### config.mk
export PLATFORM = sky130hd
export DESIGN_NAME = piso_serial_tx
export DESIGN_NICKNAME = d
export VERILOG_FILES = /design/src/rtl/serial_tx_pkg.sv /design/src/rtl/bit_timer.sv /design/src/rtl/piso_serial_tx.sv
export SDC_FILE = /design/constraint.sdc
export NUM_CORES = 1
export LEC_CHECK = 0
export ABC_AREA = 0
export ABC_CLOCK_PERIOD_IN_PS = 1990
export CAP_MARGIN = 10
export CORE_MARGIN = 2
export CORE_UTILIZATION = 45
export DETAILED_ROUTE_END_ITERATION = 6
export GPL_TIMING_DRIVEN = 0
export PLACE_DENSITY = 0.7
export SETUP_SLACK_MARGIN = 0.1
export SLEW_MARGIN = 20
export SYNTH_ARGS = -nofsm -noshare
export SYNTH_HDL_FRONTEND = slang
export SYNTH_SLANG_ARGS = --single-unit
### constraint.sdc
create_clock -name clk -period 1.99 [get_ports clk]
set_clock_uncertainty 0.15 [all_clocks]
set_input_delay 0.2985 -clock clk [delete_from_list [all_inputs] [get_ports clk]]
set_output_delay 0.2985 -clock clk [all_outputs]
set_load 0.05 [all_outputs]
### src/rtl/serial_tx_pkg.sv
// Shared state encodings and line-level constants for the serial transmitter.
package serial_tx_pkg;

    typedef enum logic [1:0] {
        ST_IDLE  = 2'd0,
        ST_START = 2'd1,
        ST_DATA  = 2'd2,
        ST_STOP  = 2'd3
    } state_t;

    localparam logic LINE_IDLE = 1'b1;
    localparam logic START_BIT = 1'b0;
    localparam logic STOP_BIT  = 1'b1;

endpackage

### src/rtl/bit_timer.sv
// Per-bit down-counter: reloads on restart, tick is high while the count sits at zero.
module bit_timer #(
    parameter int CLKS_PER_BIT = 4
) (
    input  logic clk,
    input  logic rst_n,
    input  logic restart,
    output logic tick
);

    localparam int CNT_W = $clog2(CLKS_PER_BIT) + 1;
    localparam logic [CNT_W-1:0] LOAD_VAL = CNT_W'(CLKS_PER_BIT - 1);

    logic [CNT_W-1:0] cnt_q;
    logic [CNT_W-1:0] cnt_d;

    // With CLKS_PER_BIT=1 the reload value is 0, so tick stays high every cycle.
    always_comb begin
        cnt_d = cnt_q;
        if (restart) begin
            cnt_d = LOAD_VAL;
        end else if (cnt_q != '0) begin
            cnt_d = cnt_q - 1'b1;
        end
    end

    always_ff @(posedge clk or negedge rst_n) begin
        if (!rst_n) begin
            cnt_q <= '0;
        end else begin
            cnt_q <= cnt_d;
        end
    end

    assign tick = (cnt_q == '0);

endmodule

### src/rtl/piso_serial_tx.sv
// Parallel-in serial-out frame transmitter: start bit, WIDTH data bits, stop bit.
// Handshake: a word transfers on a rising edge where load_valid && load_ready; load_ready is high only in IDLE.
module piso_serial_tx
    import serial_tx_pkg::*;
#(
    parameter int WIDTH        = 8,
    parameter int CLKS_PER_BIT = 4,
    parameter bit LSB_FIRST    = 1'b1
) (
    input  logic             clk,
    input  logic             rst_n,
    input  logic             load_valid,
    output logic             load_ready,
    input  logic [WIDTH-1:0] load_data,
    output logic             tx,
    output logic             busy,
    output logic             done
);

    localparam int IDX_W = $clog2(WIDTH) + 1;
    localparam logic [IDX_W-1:0] LAST_IDX = IDX_W'(WIDTH - 1);

    state_t           state_q, state_d;
    logic [WIDTH-1:0] shift_q, shift_d;
    logic [IDX_W-1:0] bit_idx_q, bit_idx_d;
    logic             tx_q, tx_d;
    logic             busy_q, busy_d;
    logic             done_q, done_d;

    logic             restart;
    logic             tick;
    logic             accept;
    logic             head_bit;
    logic [WIDTH-1:0] shift_next;

    bit_timer #(
        .CLKS_PER_BIT(CLKS_PER_BIT)
    ) u_bit_timer (
        .clk    (clk),
        .rst_n  (rst_n),
        .restart(restart),
        .tick   (tick)
    );

    assign load_ready = (state_q == ST_IDLE);
    assign accept     = load_valid && load_ready;

    // The bit to send next always sits at the outgoing end of the shift register.
    assign head_bit   = LSB_FIRST ? shift_q[0] : shift_q[WIDTH-1];
    assign shift_next = LSB_FIRST ? (shift_q >> 1) : (shift_q << 1);

    always_comb begin
        state_d   = state_q;
        shift_d   = shift_q;
        bit_idx_d = bit_idx_q;
        tx_d      = tx_q;
        done_d    = 1'b0;
        restart   = 1'b0;

        case (state_q)
            ST_IDLE: begin
                tx_d = LINE_IDLE;
                if (accept) begin
                    state_d   = ST_START;
                    shift_d   = load_data;
                    bit_idx_d = '0;
                    tx_d      = START_BIT;
                    restart   = 1'b1;
                end
            end
            ST_START: begin
                if (tick) begin
                    state_d   = ST_DATA;
                    bit_idx_d = '0;
                    tx_d      = head_bit;
                    shift_d   = shift_next;
                    restart   = 1'b1;
                end
            end
            ST_DATA: begin
                if (tick) begin
                    restart = 1'b1;
                    if (bit_idx_q == LAST_IDX) begin
                        state_d = ST_STOP;
                        tx_d    = STOP_BIT;
                    end else begin
                        bit_idx_d = bit_idx_q + 1'b1;
                        tx_d      = head_bit;
                        shift_d   = shift_next;
                    end
                end
            end
            ST_STOP: begin
                if (tick) begin
                    state_d = ST_IDLE;
                    tx_d    = LINE_IDLE;
                    done_d  = 1'b1;
                    restart = 1'b1;
                end
            end
            default: begin
                state_d = ST_IDLE;
                tx_d    = LINE_IDLE;
            end
        endcase

        busy_d = (state_d != ST_IDLE);
    end

    always_ff @(posedge clk or negedge rst_n) begin
        if (!rst_n) begin
            state_q   <= ST_IDLE;
            shift_q   <= '0;
            bit_idx_q <= '0;
            tx_q      <= LINE_IDLE;
            busy_q    <= 1'b0;
            done_q    <= 1'b0;
        end else begin
            state_q   <= state_d;
            shift_q   <= shift_d;
            bit_idx_q <= bit_idx_d;
            tx_q      <= tx_d;
            busy_q    <= busy_d;
            done_q    <= done_d;
        end
    end

    assign tx   = tx_q;
    assign busy = busy_q;
    assign done = done_q;

endmodule

==> results.json, run 1 <==
{
  "worst_pin_slew_ns": 0.897,
  "die_width_um": 53.1,
  "syn2layout_area_growth_pct": 40.8,
  "violations": "negative setup slack",
  "place.port_buffers": 14,
  "tns_ns": -0.0569,
  "dpl.cell_count": 151,
  "end_kind": "flip-flop",
  "grt_pass1_vias": 910,
  "async_reset_ff_share_pct": 100,
  "worstPathMaxFanout": 4,
  "synth_area_leaders": "dfrtp_1, ha_1, mux2i_1",
  "period_share_pct": 102,
  "diodes": 0,
  "instances_no_fill": 166,
  "hold_path_class": "in2async",
  "wl_um": 2460,
  "slew_violations": 0,
  "netlist_area_um2": 1080,
  "status": "finished, violations left",
  "grt_max_degree": 21,
  "final_nets": 158,
  "irDropWorstVdd_uv": 873,
  "syn-num-nets": 128,
  "globalRouteOverflowTotal": 0,
  "start_util_pct": 48.1,
  "r2r_cells": 6,
  "finalHoldViolations": 0,
  "synth_enable_flop_cells": 0,
  "detail-route-antenna-nets": 0,
  "core_region_area_um2": 2250,
  "fin_ws_ns": -0.0430,
  "wl_per_cell_um": 14.8,
  "yosysSeqAreaShare_pct": 46.3,
  "crit_start": "state_q[0]",
  "vias": 917,
  "powerDensity_nw_per_um2": 1350,
  "synth_cell_type_count": 31,
  "synth_area_leader_cell": "dfrtp_1",
  "synth-seq-cells": 20,
  "drc": 0,
  "r2r_end": "bit_idx_q[3]",
  "cts_buffers": 3,
  "clkSinkCount": 20,
  "maxCapViolCount": 0,
  "layout-drive-gt1-share_pct": 35.5,
  "clockBufferDepth": 2,
  "drt_iter0_drc": 11,
  "htree_levels": 1,
  "rsz0062_at_grt": "true",
  "synth_cells": 109,
  "rrSetupSlack_ns": -0.04,
  "cts-root-buf": "clkbuf_4",
  "p_leak_uw": 0.000716,
  "rr_startpoint": "state_q[0]",
  "syn_avg_cell_area_um2": 9.95,
  "dp_hpwl_um": 1620,
  "crit_type": "reg2reg",
  "grt_antenna_before_repair": 0,
  "grt_usage_pct": 20.3,
  "critPathRequiredTime_ns": 2.07,
  "worstPathArrival_ns": 2.12,
  "vias_per_cell": 5.52,
  "cts_tree": "yes",
  "netlist.area_leader.share_pct": 43.8,
  "dr.pass1.iters": 4,
  "finalSetupViolations": 3,
  "die_area_um2": 2820,
  "fmax_mhz": 492,
  "yosys_warnings": 0,
  "row_count": 17,
  "finalCriticalPeriod_ns": 2.03,
  "fp.dieH_um": 53.1,
  "ios": 15,
  "slew_headroom_pct": 40.0,
  "clk_pin_slew_ns": 0.11,
  "synth_top_flop_cell": "dfrtp_1",
  "clock_latency_ns": 0.30,
  "worstSetupStartpointType": "flip-flop",
  "grt_pass1_wl_um": 4010,
  "finalWeightedCongestion": 0.888
}
-- through the flow --
step	setup WS (ns)	hold WS, ns	utilization, %	power (uW)	cell area, um2
4_1_cts	-0.0160	0.360	66.0	1990	1490
2_1_floorplan	0.0423	-0.147	-	1350	1140
5_1_grt	-0.0950	0.381	67.8	2200	1530
6_report	-0.0430	0.338	67.8	2060	1530
3_5_place_dp	-0.0996	0.320	58.3	1570	1310
3_3_place_gp	-0.0527	0.311	58.3	1530	1310
-- critical path, cell delays in order (launching register included) --
cell and delay, ns:
dfrtp_2 0.45, inv_4 0.07, ha_4 0.17, and4b_2 0.25, a2111o_1 0.42, or3_1 0.32, a21boi_1 0.14
-- synth_stat cells (2+ instances only) --
cell	instances
or3_1	2
dfrtp_1	19
a31oi_1	2
nor2b_1	2
nor2_1	7
inv_1	6
a21oi_1	3
buf_2	2
o21ai_0	9
ha_1	8
a211oi_1	2
nand3b_1	2
nand3_1	4
a2111o_1	3
nand2_1	15
mux2i_1	8
-- layer usage --
layer	up-vias	routed length, um	GRT usage, %	share of wire (%)
met1	437	935	21.9	38
met5	-	0	0	0
met4	0	61	9.83	2.5
met3	8	127	3.67	5.2
met2	26	1330	37.5	54
li1	446	-	-	-
-- layout make-up --
class	count	area, um2
Buffer	4	40.0
Clock buffer	4	36.3
Fill cell	187	727
Inverter	6	27.5
Multi-Input combinational cell	79	641
Sequential cell	20	504
Tap cell	28	35.0
Timing Repair Buffer	25	244
-- report_power, final --
group	total [uW]	switching, uW	internal [uW]
combinational	1190	625	560
sequential	636	92.0	544
clock	239	128	112
-- cell families after synthesis --
family | share of synthesized area (%)
and+or+nand+nor | 17.6
AOI/OAI and AO/OA | 15.8
DFF | 46.3
buffers and inverters | 3.69
muxes | 7.38
adders and majority gates | 9.23
-- cells in the final DEF, fill, tap and decap left out, drive strengths merged, types with 2 or more instances in the layout --
cell,netlist,final
clkbuf,1,5
ha,8,8
buf,3,14
dfrtp,19,19
or2,2,2
mux2i,8,8
dlymetal6s2s,0,2
a31oi,2,2
a21oi,3,3
clkdlybuf4s50,0,10
nand3,4,4
nor2,7,7
or3,2,2
nor2b,2,2
a2111o,3,3
nand3b,2,2
nand2,15,15
inv,6,6
a211oi,2,2
o21ai,9,9
-- worst max-delay path by stage --
stage | end | slack [ns] | depth (start not counted)
global route | bit_idx_q[2] | -0.1 | 7
global placement | shift_q[0] | -0.05 | 8
detailed placement | shift_q[5] | -0.1 | 8
finish | bit_idx_q[3] | -0.04 | 6
CTS | bit_idx_q[3] | -0.02 | 6
floorplan | bit_idx_q[3] | 0.04 | 6
-- what timing repair did --
item	in CTS	in global routing
gates cloned	1	0
pin swaps	4	2
hold buffers	0	0
gates resized for setup	23	11
buffers inserted	10	0
endpoints found under the setup margin	15	16
-- state kept, by name, summed over array words and instances (netlist names) --
| name | flops |
|---|---|
| done | 1 |
| bit_idx_q | 4 |
| shift_q | 8 |
| state_q | 2 |
| u_bit_timer.cnt_q | 3 |
| tx | 1 |
| busy | 1 |
No activity file was read; power rests on OpenSTA's default activity.
==> inputs of run 2 (changes only) <==
--- a/config.mk
+++ b/config.mk
@@ -18,3 +18,4 @@
 export SYNTH_ARGS = -nofsm -noshare
 export SYNTH_HDL_FRONTEND = slang
 export SYNTH_SLANG_ARGS = --single-unit
+export TNS_END_PERCENT = 10
==> run 2 against run 1 <==
The flow still finishes with violations (negative setup slack). Worst hold slack improved by 0.0035 ns. Power down 9.5%. Maximum frequency up 1.6%. Die area unchanged. Global-route usage decreased by 1.8 points. Cell count down 3.6%. Sequential power down 0.9%. Register-to-register slack gained 0.03 ns.
==> results.json, run 2 (same netlist as run 1, synthesis figures left out) <==
{
  "status": "finished, violations left",
  "violations": "negative setup slack",
  "finalCriticalPeriod_ns": 2.00,
  "drt_iter0_drc": 8,
  "syn2layout_area_growth_pct": 30.7,
  "p_clk_share_pct": 12.8,
  "dr.pass1.iters": 4,
  "rsz0062_at_grt": "true",
  "critPathRequiredTime_ns": 2.03,
  "intPower_uw": 1110,
  "fp.dieH_um": 53.1,
  "grt_pass1_vias": 869,
  "slew_violations": 0,
  "crit_type": "reg2reg",
  "instances_no_fill": 160,
  "clockBufferDepth": 2,
  "final_cell_mix": "dfrtp_1, nand2_1, clkdlybuf4s50_1, mux2i_1",
  "powerDensity_nw_per_um2": 1320,
  "top_regs": "shift_q (8), bit_idx_q (4), u_bit_timer.cnt_q (3)",
  "drc": 0,
  "pwr-share-comb_pct": 53.4,
  "p_seq_share_pct": 33.8,
  "ios": 15,
  "final_nets": 152,
  "r2r_cells": 6,
  "row_count": 17,
  "worstPathMaxFanout": 8,
  "regArea_um2": 504,
  "vias": 884,
  "globalRouteOverflowTotal": 0,
  "diodes": 0,
  "finalSetupViolations": 4,
  "detail-route-antenna-nets": 0,
  "grt_antenna_before_repair": 0,
  "finalHoldViolations": 0,
  "die_width_um": 53.1,
  "p_leak_uw": 0.000649,
  "layout-drive-gt1-share_pct": 22.0,
  "finalWeightedCongestion": 0.892,
  "wl_per_cell_um": 13.4,
  "fin_ws_ns": -0.0116,
  "worst_pin_slew_ns": 0.897,
  "vias_per_cell": 5.53,
  "switchingPower_uw": 759,
  "grt_pass1_wl_um": 3730,
  "multi_input_area_um2": 612,
  "fmax_mhz": 500,
  "worstPathArrival_ns": 2.04,
  "worstSetupStartpointType": "flip-flop",
  "period_share_pct": 101,
  "switching_share_pct": 40.7,
  "tns_ns": -0.0190,
  "cts_buffers": 3,
  "end_kind": "flip-flop",
  "dp_hpwl_um": 1550,
  "clock_latency_ns": 0.30,
  "dpl.cell_count": 151,
  "grt_usage_pct": 18.4,
  "clkSinkCount": 20,
  "pre_cts_slack_ns": -0.0805,
  "largest_register_ffs": 8,
  "cts-root-buf": "clkbuf_4",
  "fill_cells": 207,
  "wl_um": 2140,
  "maxCapViolCount": 0,
  "irDropWorstVdd_uv": 800,
  "slew_headroom_pct": 40.0,
  "place.port_buffers": 14,
  "start_util_pct": 48.1,
  "grt_max_degree": 21,
  "cts_tree": "yes",
  "die_area_um2": 2820,
  "top_register": "shift_q",
  "clk_pin_slew_ns": 0.11,
  "core_region_area_um2": 2250,
  "final_common_cell": "dfrtp_1",
  "hold_path_class": "in2async",
  "htree_levels": 1
}
[run 2: cell count changes in the layout (fill, tap and decap cells not counted), sizes merged]
| cell | before | now |
|---|---|---|
| buf | 14 | 10 |
| dlygate4sd2 | 1 | 3 |
| clkdlybuf4s15 | 1 | 0 |
| dlymetal6s2s | 2 | 0 |
| clkbuf | 5 | 4 |
[run 2: final timing paths]
| check | start | slack (ns) | end |
|---|---|---|---|
| worst min register to register | shift_q[6] | 0.35 | shift_q[6] |
| worst max-delay path | state_q[1] | -0.01 | busy |
| max in group asynchronous | rst_n | 0.75 | state_q[1] |
| min in group clk | shift_q[6] | 0.35 | shift_q[6] |
| worst min-delay path | rst_n | 0.34 | shift_q[2] |
| worst max register to register | state_q[1] | -0.01 | busy |
[run 2: final cells by class]
class	count	area share, %
plain buffers	4	2.38
clock buffers	4	2.56
inverters	6	1.94
multi-input cells	79	43.2
flip-flops and latches	20	35.6
well taps	28	2.47
repair buffers	19	11.9
[run 2: worst max-delay path, cell delays in order, from the launching register on]
cell and delay (ns):
dfrtp_2 0.47, buf_4 0.15, ha_1 0.28, o21ai_0 0.22, nor2_1 0.06, a311o_1 0.28
or2_2 0.28
[run 2: what timing repair did]
action                                  CTS  global route
buffers inserted                          0             5
pin swaps                                 0             3
endpoints found under the setup margin   17            13
resized for setup                        12             9
hold buffers                              0             0
[run 2: per-layer routing]
layer  GRT usage, %  routed length [um]  vias up
met5              0                   0        -
met2           32.9                1090       13
met1           21.4                 965      429
met3           2.54                  55        4
li1               -                   -      438
met4           8.97                  30        0
[run 2: power groups by stage]
stage	registers, uW	logic, uW	clock network (uW)
6_report	630	995	239
4_1_cts	625	918	251
2_1_floorplan	682	663	0
5_1_grt	646	1110	270
3_5_place_dp	631	923	0
3_3_place_gp	625	903	0
[run 2: metrics by stage]
step | instance area [um2] | power, uW | hold slack, ns | utilization (%)
floorplan | 1140 | 1340 | -0.147 | -
global placement | 1310 | 1530 | 0.307 | 58.3
CTS | 1350 | 1790 | 0.345 | 59.8
global route | 1420 | 2020 | 0.392 | 62.9
detailed placement | 1310 | 1550 | 0.328 | 58.3
finish | 1420 | 1860 | 0.342 | 62.9
